===== src/rtl/fpu_pkg.sv =====
// Shared types and unit index constants for the FPU dispatcher.
package fpu_pkg;

    typedef enum logic [1:0] {
        IDLE  = 2'd0,
        ISSUE = 2'd1,
        WAIT  = 2'd2,
        DONE  = 2'd3
    } fpu_state_t;

    localparam int FPU_ADD       = 0;
    localparam int FPU_SUB       = 1;
    localparam int FPU_MUL       = 2;
    localparam int FPU_DIV       = 3;
    localparam int FPU_SQRT      = 4;
    localparam int FPU_ABS       = 5;
    localparam int FPU_CMP       = 6;
    localparam int FPU_FTOI      = 7;
    localparam int FPU_ITOF      = 8;
    localparam int FPU_NUM_UNITS = 9;

endpackage


===== src/rtl/fpu_dispatch_if.sv =====
// Core request/response and per-unit issue/result signals of the FPU dispatcher.
// slave: the dispatcher side; master: the core plus attached units.
interface fpu_dispatch_if #(
    parameter int NUM_UNITS = 9,
    parameter int DATA_W    = 32
);
    logic                        req_valid;
    logic                        req_ready;
    logic [NUM_UNITS-1:0]        req_op;
    logic [NUM_UNITS-1:0]        unit_in_valid;
    logic [NUM_UNITS-1:0]        unit_in_ready;
    logic [NUM_UNITS-1:0]        unit_out_valid;
    logic [NUM_UNITS*DATA_W-1:0] unit_out_data;
    logic                        res_valid;
    logic                        res_ready;
    logic [DATA_W-1:0]           res_data;
    logic                        res_err;
    logic                        busy;

    modport slave (
        input  req_valid, req_op, unit_in_ready, unit_out_valid, unit_out_data, res_ready,
        output req_ready, unit_in_valid, res_valid, res_data, res_err, busy
    );

    modport master (
        output req_valid, req_op, unit_in_ready, unit_out_valid, unit_out_data, res_ready,
        input  req_ready, unit_in_valid, res_valid, res_data, res_err, busy
    );
endinterface


===== src/rtl/fpu_onehot_enc.sv =====
// One-hot to binary encoder with a validity flag; idx is meaningful only when is_onehot=1.
module fpu_onehot_enc #(
    parameter int N     = 9,
    parameter int IDX_W = (N > 1) ? $clog2(N) : 1
) (
    input  logic [N-1:0]     vec,
    output logic [IDX_W-1:0] idx,
    output logic             is_onehot
);
    logic [IDX_W-1:0] masked [N];

    generate
        for (genvar gi = 0; gi < N; gi++) begin : g_mask
            assign masked[gi] = vec[gi] ? IDX_W'(gi) : '0;
        end
    endgenerate

    always_comb begin
        idx = '0;
        for (int i = 0; i < N; i++) begin
            idx = idx | masked[i];
        end
    end

    // Clearing the lowest set bit leaves zero only for a single set bit.
    assign is_onehot = (vec != '0) && ((vec & (vec - 1'b1)) == '0);
endmodule


===== src/rtl/fpu_dispatch.sv =====
// Single-outstanding FPU front end: issues one request to the unit selected by a one-hot
// opcode and returns its result. Optional issue-to-result timeout: FPU_DISPATCH_TIMEOUT_EN.
module fpu_dispatch
    import fpu_pkg::*;
#(
    parameter int NUM_UNITS      = FPU_NUM_UNITS,
    parameter int DATA_W         = 32,
    parameter int TIMEOUT_CYCLES = 255
) (
    input logic          clk,
    input logic          rst,
    fpu_dispatch_if.slave bus
);
    localparam int IDX_W = (NUM_UNITS > 1) ? $clog2(NUM_UNITS) : 1;

    fpu_state_t           state_reg, state_next;
    logic [NUM_UNITS-1:0] sel_reg, sel_next;
    logic [NUM_UNITS-1:0] unit_in_valid_reg, unit_in_valid_next;
    logic                 res_valid_reg, res_valid_next;
    logic [DATA_W-1:0]    res_data_reg, res_data_next;
    logic                 res_err_reg, res_err_next;

    logic [IDX_W-1:0]     sel_idx;
    logic                 sel_onehot_unused;
    logic [IDX_W-1:0]     req_idx_unused;
    logic                 req_onehot;
    logic [DATA_W-1:0]    slice [NUM_UNITS];
    logic                 sel_out_valid;
    logic                 sel_in_ready;
    logic                 timeout_hit;

    fpu_onehot_enc #(.N(NUM_UNITS), .IDX_W(IDX_W)) u_req_enc (
        .vec       (bus.req_op),
        .idx       (req_idx_unused),
        .is_onehot (req_onehot)
    );

    fpu_onehot_enc #(.N(NUM_UNITS), .IDX_W(IDX_W)) u_sel_enc (
        .vec       (sel_reg),
        .idx       (sel_idx),
        .is_onehot (sel_onehot_unused)
    );

    generate
        for (genvar gi = 0; gi < NUM_UNITS; gi++) begin : g_slice
            assign slice[gi] = bus.unit_out_data[gi*DATA_W +: DATA_W];
        end
    endgenerate

    // Handshakes from units other than the latched one never reach the FSM.
    assign sel_out_valid = |(bus.unit_out_valid & sel_reg);
    assign sel_in_ready  = |(bus.unit_in_ready & sel_reg);

`ifdef FPU_DISPATCH_TIMEOUT_EN
    localparam int CNT_W = $clog2(TIMEOUT_CYCLES + 1);
    logic [CNT_W-1:0] cnt_reg, cnt_next;

    assign timeout_hit = (cnt_reg == CNT_W'(TIMEOUT_CYCLES));

    always_ff @(posedge clk or posedge rst) begin
        if (rst) begin
            cnt_reg <= '0;
        end else begin
            cnt_reg <= cnt_next;
        end
    end

    always_comb begin
        cnt_next = cnt_reg;
        if (state_reg == IDLE) begin
            cnt_next = '0;
        end else if ((state_reg == ISSUE) || (state_reg == WAIT)) begin
            cnt_next = cnt_reg + 1'b1;
        end
    end
`else
    assign timeout_hit = 1'b0;
`endif

    always_ff @(posedge clk or posedge rst) begin
        if (rst) begin
            state_reg         <= IDLE;
            sel_reg           <= '0;
            unit_in_valid_reg <= '0;
            res_valid_reg     <= 1'b0;
            res_data_reg      <= '0;
            res_err_reg       <= 1'b0;
        end else begin
            state_reg         <= state_next;
            sel_reg           <= sel_next;
            unit_in_valid_reg <= unit_in_valid_next;
            res_valid_reg     <= res_valid_next;
            res_data_reg      <= res_data_next;
            res_err_reg       <= res_err_next;
        end
    end

    always_comb begin
        state_next         = state_reg;
        sel_next           = sel_reg;
        unit_in_valid_next = unit_in_valid_reg;
        res_valid_next     = res_valid_reg;
        res_data_next      = res_data_reg;
        res_err_next       = res_err_reg;

        unique case (state_reg)
            IDLE: begin
                if (bus.req_valid) begin
                    sel_next = bus.req_op;
                    if (req_onehot) begin
                        unit_in_valid_next = bus.req_op;
                        state_next         = ISSUE;
                    end else begin
                        res_valid_next = 1'b1;
                        res_err_next   = 1'b1;
                        res_data_next  = '0;
                        state_next     = DONE;
                    end
                end
            end
            ISSUE, WAIT: begin
                // Result beats timeout, timeout beats the issue handshake.
                if (sel_out_valid) begin
                    res_data_next      = slice[sel_idx];
                    res_valid_next     = 1'b1;
                    res_err_next       = 1'b0;
                    unit_in_valid_next = '0;
                    state_next         = DONE;
                end else if (timeout_hit) begin
                    res_data_next      = '0;
                    res_valid_next     = 1'b1;
                    res_err_next       = 1'b1;
                    unit_in_valid_next = '0;
                    state_next         = DONE;
                end else if ((state_reg == ISSUE) && sel_in_ready) begin
                    unit_in_valid_next = '0;
                    state_next         = WAIT;
                end
            end
            DONE: begin
                if (bus.res_ready) begin
                    res_valid_next = 1'b0;
                    res_err_next   = 1'b0;
                    state_next     = IDLE;
                end
            end
            default: state_next = IDLE;
        endcase
    end

    assign bus.req_ready     = (state_reg == IDLE);
    assign bus.busy          = (state_reg != IDLE);
    assign bus.unit_in_valid = unit_in_valid_reg;
    assign bus.res_valid     = res_valid_reg;
    assign bus.res_data      = res_data_reg;
    assign bus.res_err       = res_err_reg;
endmodule


===== src/flat_wrapper.sv =====
// flat-port wrapper written by rule: the top's interface ports become plain ports
module fpu_dispatch_flat import fpu_pkg::*;
#(
    parameter int NUM_UNITS      = FPU_NUM_UNITS,
    parameter int DATA_W         = 32,
    parameter int TIMEOUT_CYCLES = 255
)
  (clk, rst, bus_req_valid, bus_req_op, bus_unit_in_ready, bus_unit_out_valid, bus_unit_out_data, bus_res_ready, bus_req_ready, bus_unit_in_valid, bus_res_valid, bus_res_data, bus_res_err, bus_busy);
  fpu_dispatch_if #(.NUM_UNITS(NUM_UNITS), .DATA_W(DATA_W)) bus_i ();
  input logic clk;
  input logic rst;
  input wire logic [$bits(bus_i.req_valid)-1:0] bus_req_valid;
  input wire logic [$bits(bus_i.req_op)-1:0] bus_req_op;
  input wire logic [$bits(bus_i.unit_in_ready)-1:0] bus_unit_in_ready;
  input wire logic [$bits(bus_i.unit_out_valid)-1:0] bus_unit_out_valid;
  input wire logic [$bits(bus_i.unit_out_data)-1:0] bus_unit_out_data;
  input wire logic [$bits(bus_i.res_ready)-1:0] bus_res_ready;
  output wire logic [$bits(bus_i.req_ready)-1:0] bus_req_ready;
  output wire logic [$bits(bus_i.unit_in_valid)-1:0] bus_unit_in_valid;
  output wire logic [$bits(bus_i.res_valid)-1:0] bus_res_valid;
  output wire logic [$bits(bus_i.res_data)-1:0] bus_res_data;
  output wire logic [$bits(bus_i.res_err)-1:0] bus_res_err;
  output wire logic [$bits(bus_i.busy)-1:0] bus_busy;
  assign bus_i.req_valid = bus_req_valid;
  assign bus_i.req_op = bus_req_op;
  assign bus_i.unit_in_ready = bus_unit_in_ready;
  assign bus_i.unit_out_valid = bus_unit_out_valid;
  assign bus_i.unit_out_data = bus_unit_out_data;
  assign bus_i.res_ready = bus_res_ready;
  assign bus_req_ready = bus_i.req_ready;
  assign bus_unit_in_valid = bus_i.unit_in_valid;
  assign bus_res_valid = bus_i.res_valid;
  assign bus_res_data = bus_i.res_data;
  assign bus_res_err = bus_i.res_err;
  assign bus_busy = bus_i.busy;
  fpu_dispatch #(.NUM_UNITS(NUM_UNITS), .DATA_W(DATA_W), .TIMEOUT_CYCLES(TIMEOUT_CYCLES)) u_core (.clk(clk), .rst(rst), .bus(bus_i));
endmodule

===== config.mk =====
export PLATFORM = sky130hd
export DESIGN_NAME = fpu_dispatch_flat
export DESIGN_NICKNAME = d
export VERILOG_FILES = /design/src/rtl/fpu_pkg.sv /design/src/rtl/fpu_dispatch_if.sv /design/src/rtl/fpu_onehot_enc.sv /design/src/rtl/fpu_dispatch.sv /design/src/flat_wrapper.sv
export SDC_FILE = /design/constraint.sdc
export NUM_CORES = 1
export LEC_CHECK = 0
export BUFFER_PORTS_ARGS = -buffer_cell sky130_fd_sc_hd__clkbuf_2
export CORE_AREA = 2 2 143 145
export CTS_BUF_LIST = sky130_fd_sc_hd__clkbuf_8
export DETAILED_ROUTE_END_ITERATION = 8
export DIE_AREA = 0 0 145 147
export PLACE_DENSITY = 0.56
export RECOVER_POWER = 100
export SKIP_LAST_GASP = 1
export SLEW_MARGIN = 20
export SYNTH_ARGS = -nofsm -noshare
export SYNTH_HDL_FRONTEND = slang
export SYNTH_HIERARCHICAL = 1
export SYNTH_SLANG_ARGS = --single-unit

===== constraint.sdc =====
create_clock -name clk -period 7.4 [get_ports clk]
set_clock_uncertainty 0.05 [all_clocks]
set_input_delay 0.74 -clock clk [delete_from_list [all_inputs] [get_ports clk]]
set_output_delay 0.74 -clock clk [all_outputs]
set_load 0.01 [all_outputs]

# Word level (Yosys, flattened, before mapping)
# Cells that the tools add are included.
# op_classes
magnitude_cmp,1
bitwise_logic,11
n_reduce_logical,15
n_eq_ne,9
n_mux,33
add_sub_neg,1
# ops
cell,count
$mux W32,5
$bmux W32 S4,1
$pmux W32 S2,1
$mux W9,4
$and A9 B9 Y9,3
$pmux W9 S2,1
$reduce_or A9 Y1,2
$mux W2,7
$mux W3,4
$reduce_and A4 Y1,3
$logic_not A9 Y1,1
$or A3 B3 Y3,3
$reduce_bool A9 Y1,1
$sub A9 B1 Y9 const B,1
$mux W1,6
$ne A2 B2 Y1 const B,3
$pmux W1 S3,2
$pmux W2 S3,1
$ge A5 B5 Y1 const B,1
$not A4 Y5,1
$eq A2 B2 Y1 const B,2
$mux W4,1
$ne A2 B1 Y1 const B,2
$or A3 B4 Y4,1
11 further kinds,13
# totals
register_bits,54
output_inout_bits,45
input_bits,319
word_cells,76

# Logic depth before layout (Yosys ltp)
# Gate-level depths: netlist of the first run.
# depth
depth_word,14
ltp_mapped,9
ltp_nobuf,8

# By module
# Netlist of the first run, hierarchy kept.
# by_module_without_submodules
module,area_each_um2,seq_area_each_um2,instances,cells_per_inst
fpu_dispatch,4239.1,1351.3,1,309
fpu_onehot_enc,118.9,0.0,2,18

# Worst setup path before layout of the first run
# Ideal clock, no wire load.
# synth_path
path_kind,input to register
from,input port bus_req_op[5]
to,"register u_core.res_data_reg[0], in the netlist u_core/bus.res_data[0]"
stages,9
setup_ns,0.126
required_ns,7.224
path_slack_ns,4.280
t_arrival_ns,2.944
cell_sequence,or4_4 > xor2_1 > or3_1 > a31oi_1 > o21ai_0 > and4_1 > buf_6 > buf_6 > a221o_1
# synth_via
elab_chain_cells,6
word_cells_on_any_way,7
# synth_lines
item,line,text
start: declaration,flat_wrapper.sv:13,input wire logic [$bits(bus_i.req_op)-1:0] bus_req_op;
$sub A9 B1 Y9,fpu_onehot_enc.sv:26,assign is_onehot = (vec != '0) && ((vec & (vec - 1'b1)) == '0);
$and A9 B9 Y9,fpu_onehot_enc.sv:26,
$logic_not A9 Y1,fpu_onehot_enc.sv:26,
$logic_and A1 B1 Y1 (*),fpu_onehot_enc.sv:26,
named net u_core.req_onehot,fpu_dispatch.sv:26,logic req_onehot;
$ne A2 B2 Y1 (no line) (*),--,
$reduce_and A4 Y1 (no line) (*),--,
end signal: assignment,fpu_dispatch.sv:93,res_data_reg <= res_data_next;
end: declaration,fpu_dispatch.sv:20,"logic [DATA_W-1:0] res_data_reg, res_data_next;"
# The timed path passes the listed nets; every way through them passes the cells marked *.
# A chain may end at the register's enable or synchronous reset.

# Worst setup path after layout of the first run
# layout_path
from,input port bus_req_op[5]
to,"register u_core.res_data_reg[12], in the netlist u_core/bus.res_data[12]"
# The elaborated chain is that of the path after synthesis.

==> out/metrics.cfg, run 1 <==
[outcome]
status = finished with violations
violations = max-capacitance violations, max-slew violations

[detailed_routing]
drc = 0
drt-initial-drc-count = 301
route.detailed.wl_per_inst_um = 20.8
drt_wl_total_um = 19600
firstDrtPassIters = 4
via_per_inst = 4.85
vias = 4592
postRouteAntennaNets = 0

[hold_path]
min_to = u_core/bus.res_err$_DFFE_PP0P_
hold_class = reg2reg
hold_depth = 1
hold_path.startpoint = u_core/bus.res_err$_DFFE_PP0P_

[worst_setup_path]
reg2reg_slack_ns = 4.11
critPathLaunchType = primary input
rr_endpoint = u_core/bus.res_data[12]$_DFFE_PP0P_
crit_path_end_kind = flip-flop
required_ns = 7.58
cp.arrival_ns = 3.92
ff2ff_path_depth = 4
r2r-start = u_core/sel_reg[5]$_DFFE_PP0P_
startpoint = bus_req_op[5]
worstSetupPathType = in2reg
critPathMaxFanout = 32

[global_route]
grt_use_met1_pct = 22.6
grt_max_degree = 66
grt.busiest_layer = met2
grt_pass1_vias = 4758
grt_overflow = 0
gr-usage-met3_pct = 6.21
antenna_found_initial = 8
grtUsageTotal_pct = 17.8
met2_usage_pct = 28.9
grt_pass1_wl_um = 28800

[cells_and_area]
final_layout_size_suffix_gt1_share_pct = 60.9
nFillCells = 2039
final_util_pct = 32.5
largest_reg_flops = 32
fin_area_um2 = 6460
syn_to_final_growth_pct = 47.7
multiInputGateArea_um2 = 2820
regArea_um2 = 1350
nNetsFinal = 993

[timing]
setup_viol = 0
finalMaxSlewViolations = 36
setup_tns_ns = 0
relSlewSlack_pct = -28.9
min_period_ns = 3.75
max_freq_ghz = 0.267
hold_viol_final = 0
worst_slack_ns = 3.65
fin_crit_sh_pct = 50.6
worst-slew-pin-transition_ns = 1.93
rsz0062_at_grt = false

[die]
die_y_um = 147
die_area_um2 = 21300
rows = 52
coreArea_um2 = 19800
start_util_pct = 22.0
die_x_um = 145
ios = 364

[cts]
cts_resized = 0
clock_sinks = 54
clk_latency_ns = 0.33
cts_tree = yes
clk_pin_slew_worst_paths_ns = 0.11
hold_buffers = 0
cts_buffers = 5
clock-root-buffer = clkbuf_8
cts.path.max_buffers = 2
postCtsSetupBuffers = 0
cts_max_level = 2

[power_and_ir_drop]
powerDensity_nw_per_um2 = 318
leakage_nw = 3.33
ir_drop_mv = 0.114

[placement]
place_ws_ns = 3.64
routabilityCongestion = 0.878
dpl-instance-area_um2 = 6380
dp_hpwl_um = 16300
portBuffers = 363

[run]
cap_violations = 1

[logic_synthesis]
syn_area_per_cell_um2 = 13.3
synthCells = 329
syn_area_um2 = 4370
syn_nets = 651
yosys_warnings = 6

[layout make-up]
class,count,share of cell area [%]
inverters,7,0.407
multi-input cells,237,43.6
clock buffers,5,1.07
well taps,270,5.23
clock inverters,3,1.07
flip-flops and latches,54,20.9
repair buffers,366,27.5
diodes,4,0.155
[metrics by stage]
stage | power, W | hold slack [ns] | instances
after floorplan | 0.00145 | 0.458 | 329
after global placement | 0.00183 | 0.426 | 934
after detailed placement | 0.00185 | 0.437 | 934
after CTS | 0.00210 | 0.354 | 942
after global routing | 0.00220 | 0.472 | 944
final | 0.00205 | 0.455 | 946
[routing by layer]
layer	part of all wire, %	vias to the layer above
li1	-	2061
met1	40	2259
met2	49	231
met3	9.1	33
met4	2.2	8
met5	0.27	-
[power breakdown]
group / switching [W] / leakage (nW) / internal [W]
Clock: 0.000113 / 0.0684 / 0.000136
Combinational: 0.000664 / 2.58 / 0.000637
Sequential: 0.0000872 / 0.689 / 0.000413
[worst max path at each step]
stage | endpoint | slack (ns) | cells after the start
after floorplan | u_core/bus.res_data[0]$_DFFE_PP0P_ | 4.28 | 9
after global placement | u_core/bus.res_data[18]$_DFFE_PP0P_ | 3.70 | 8
after detailed placement | u_core/bus.res_data[9]$_DFFE_PP0P_ | 3.64 | 9
after CTS | u_core/bus.res_data[9]$_DFFE_PP0P_ | 3.99 | 9
after global routing | u_core/bus.res_data[21]$_DFFE_PP0P_ | 3.44 | 8
final | u_core/bus.res_data[12]$_DFFE_PP0P_ | 3.65 | 8
[layout by cell type, fill, tap and decap left out, drive strengths merged, types with 3 or more instances in the layout]
| master | count |
|---|---|
| clkbuf | 369 |
| inv | 7 |
| o21ai | 5 |
| nand2 | 6 |
| mux4 | 64 |
| or4 | 3 |
| a221o | 32 |
| mux2 | 11 |
| diode | 4 |
| nor2 | 40 |
| dfrtp | 54 |
| a22o | 11 |
| a22oi | 6 |
| ha | 3 |
| mux2i | 32 |
[worst max-delay path, stage by stage]
cell and delay [ns]:
clkbuf_1 0.12, or4_1 0.58, xor2_1 0.18, or3_1 0.31
a31oi_1 0.47, o21ai_0 0.29, and4_1 0.73, a221o_1 0.49
(Power assumes the default switching activity.)
==> run 2: changes to the inputs <==
- CORE_AREA: 2 2 143 145 -> 2 2 140 142
- DIE_AREA: 0 0 145 147 -> 0 0 142 144
- PLACE_DENSITY: 0.56 -> 0.57
- clock period: 7.4 -> 3.45 ns (I/O delays scaled with it)
==> out/metrics.cfg, run 2 (synthesis results as in run 1) <==
[placement]
place_ws_ns = 0.409  ; -3.23 ns
routabilityCongestion = 0.840  ; -4.3%
portBuffers = 363  ; unchanged
dp_hpwl_um = 16700  ; +2.1%

[worst_setup_path]
worst_path_max_delay_cell = or4_1
critPathMaxFanout = 32  ; unchanged
crit_chain = clkbuf_1, or4_1, xor2_1, or3_1, a31oi_1, o21ai_0, and4_1, clkbuf_2, a221o_1
cp.arrival_ns = 3.19  ; -0.73 ns
crit_path_end_kind = flip-flop
ff2ff_path_depth = 5  ; +1
r2r-start = u_core/sel_reg[5]$_DFFE_PP0P_
reg2reg_slack_ns = 0.45  ; -3.66 ns
worstSetupPathType = in2reg
required_ns = 3.61  ; -3.97 ns
rr_endpoint = u_core/bus.res_data[28]$_DFFE_PP0P_
max_stage_delay_ns = 0.56  ; -0.17 ns
critPathLaunchType = primary input

[cts]
cts.path.max_buffers = 2  ; unchanged
clock_sinks = 54  ; unchanged
clk_latency_ns = 0.33  ; about the same
clock-root-buffer = clkbuf_8
cts_tree = yes
hold_buffers = 0  ; unchanged
postCtsSetupBuffers = 0  ; unchanged
cts_resized = 0  ; unchanged
clk_pin_slew_worst_paths_ns = 0.10  ; about the same
cts_max_level = 2  ; unchanged
cts_buffers = 5  ; unchanged

[timing]
max_freq_ghz = 0.331
finalMaxSlewViolations = 45  ; +25%
rsz0062_at_grt = false
relSlewSlack_pct = -40.6  ; -12 points
setup_tns_ns = 0  ; unchanged
min_period_ns = 3.02
worst_slack_ns = 0.429  ; -3.22 ns
worst-slew-pin-transition_ns = 2.10  ; +0.165 ns
setup_viol = 0  ; unchanged
fin_crit_sh_pct = 87.6
hold_viol_final = 0  ; unchanged

[detailed_routing]
route.detailed.wl_per_inst_um = 21.8  ; +4.9%
drt-initial-drc-count = 240  ; -20%
firstDrtPassIters = 6  ; +2
postRouteAntennaNets = 0  ; unchanged
vias = 4592  ; unchanged
via_per_inst = 4.99  ; +2.8%
drc = 0  ; unchanged
drt_wl_total_um = 20000  ; +2.0%

[hold_path]
min_to = u_core/bus.res_data[24]$_DFFE_PP0P_
hold_depth = 2  ; +1
hold_class = in2reg
hold_path.startpoint = bus_unit_out_data[280]

[global_route]
grt_pass1_vias = 4649  ; -2.3%
grtUsageTotal_pct = 18.6  ; +0.80 points
antenna_found_initial = 6  ; -2
grt_use_met1_pct = 24.2  ; +1.6 points
grt.busiest_layer = met2
grt_max_degree = 66  ; unchanged
grt_pass1_wl_um = 28100  ; -2.5%
grt_overflow = 0  ; unchanged
met2_usage_pct = 29.7  ; +0.81 points
gr-usage-met3_pct = 6.16  ; -0.052 points

[die]
rows = 51  ; -1.9%
die_x_um = 142  ; -2.1%
die_y_um = 144  ; -2.0%
ios = 364  ; unchanged
coreArea_um2 = 19100  ; -3.9%
start_util_pct = 22.9  ; +0.88 points
die_area_um2 = 20400  ; -4.1%

[power_and_ir_drop]
leakage_nw = 3.33  ; -0.17%
ir_drop_mv = 0.305  ; +170%
powerDensity_nw_per_um2 = 667  ; +110%
fin_total_pwr_w = 0.00427  ; +110%

[cells_and_area]
multiInputGateArea_um2 = 2820  ; unchanged
final_common_cell = clkbuf_2
nNetsFinal = 999  ; +0.60%
nFillCells = 1991  ; -2.4%
syn_to_final_growth_pct = 46.4
final_layout_size_suffix_gt1_share_pct = 61.2  ; +0.29 points
largest_reg_flops = 32  ; unchanged
regArea_um2 = 1350  ; unchanged
final_cell_mix = clkbuf_2, mux4_2, dfrtp_1

[run]
cap_violations = 1  ; unchanged

[outcome]
violations = max-capacitance violations, max-slew violations
status = finished with violations

==> run 2: how the worst max path moves through the flow <==
| stage | start | to | slack (ns) | cells after the start |
|---|---|---|---|---|
| floorplan | bus_req_op[5] | u_core/bus.res_data[0]$_DFFE_PP0P_ | 0.73 | 9 |
| global placement | bus_req_op[5] | u_core/bus.res_data[3]$_DFFE_PP0P_ | 0.46 | 9 |
| detailed placement | bus_req_op[4] | u_core/bus.res_data[19]$_DFFE_PP0P_ | 0.41 | 9 |
| CTS | u_core/sel_reg[5]$_DFFE_PP0P_ | u_core/bus.res_data[18]$_DFFE_PP0P_ | 0.53 | 6 |
| global route | u_core/sel_reg[5]$_DFFE_PP0P_ | u_core/bus.res_data[28]$_DFFE_PP0P_ | 0.22 | 5 |
| finish | bus_req_op[4] | u_core/bus.res_data[28]$_DFFE_PP0P_ | 0.43 | 9 |
==> run 2: routing by layer <==
layer	routed length, um	part of all wire [%]	vias to the layer above
li1	-	-	2072
met1	8140	41	2243
met2	9850	49	240
met3	1710	8.5	29
met4	291	1.5	8
met5	48	0.24	-
==> run 2: per-stage QoR <==
step	area [um^2]	utilization, %	hold slack, ns	std cells
after floorplan	4370	-	0.435	329
after global placement	6380	33.4	0.430	908
after detailed placement	6380	33.4	0.437	908
after CTS	6460	33.9	0.170	915
after global routing	6390	33.5	0.172	917
final	6400	33.5	0.193	920
==> run 2: critical path: cells and delay by family <==
family / cells / cell delay (ns)
XOR/XNOR: 1 / 0.18
buffers and inverters: 2 / 0.60
AND/OR/NAND/NOR: 3 / 1.12
AO/OA/AOI/OAI: 3 / 0.93
==> run 2: area by class of cell <==
type                            instances  area share [%]
Multi-Input combinational cell        237            44.0
Timing Repair Buffer                  372            28.4
Sequential cell                        54            21.1
Tap cell                              238            4.65
Clock buffer                            5            1.08
Inverter                                7           0.430
Antenna cell                            5           0.195
Clock inverter                          2           0.156
==> run 2: power by group <==
group | switching [W] | internal (W) | leakage, nW
clock network | 0.000228 | 0.000137 | 0.0438
logic | 0.00144 | 0.00138 | 2.60
registers | 0.000196 | 0.000887 | 0.689
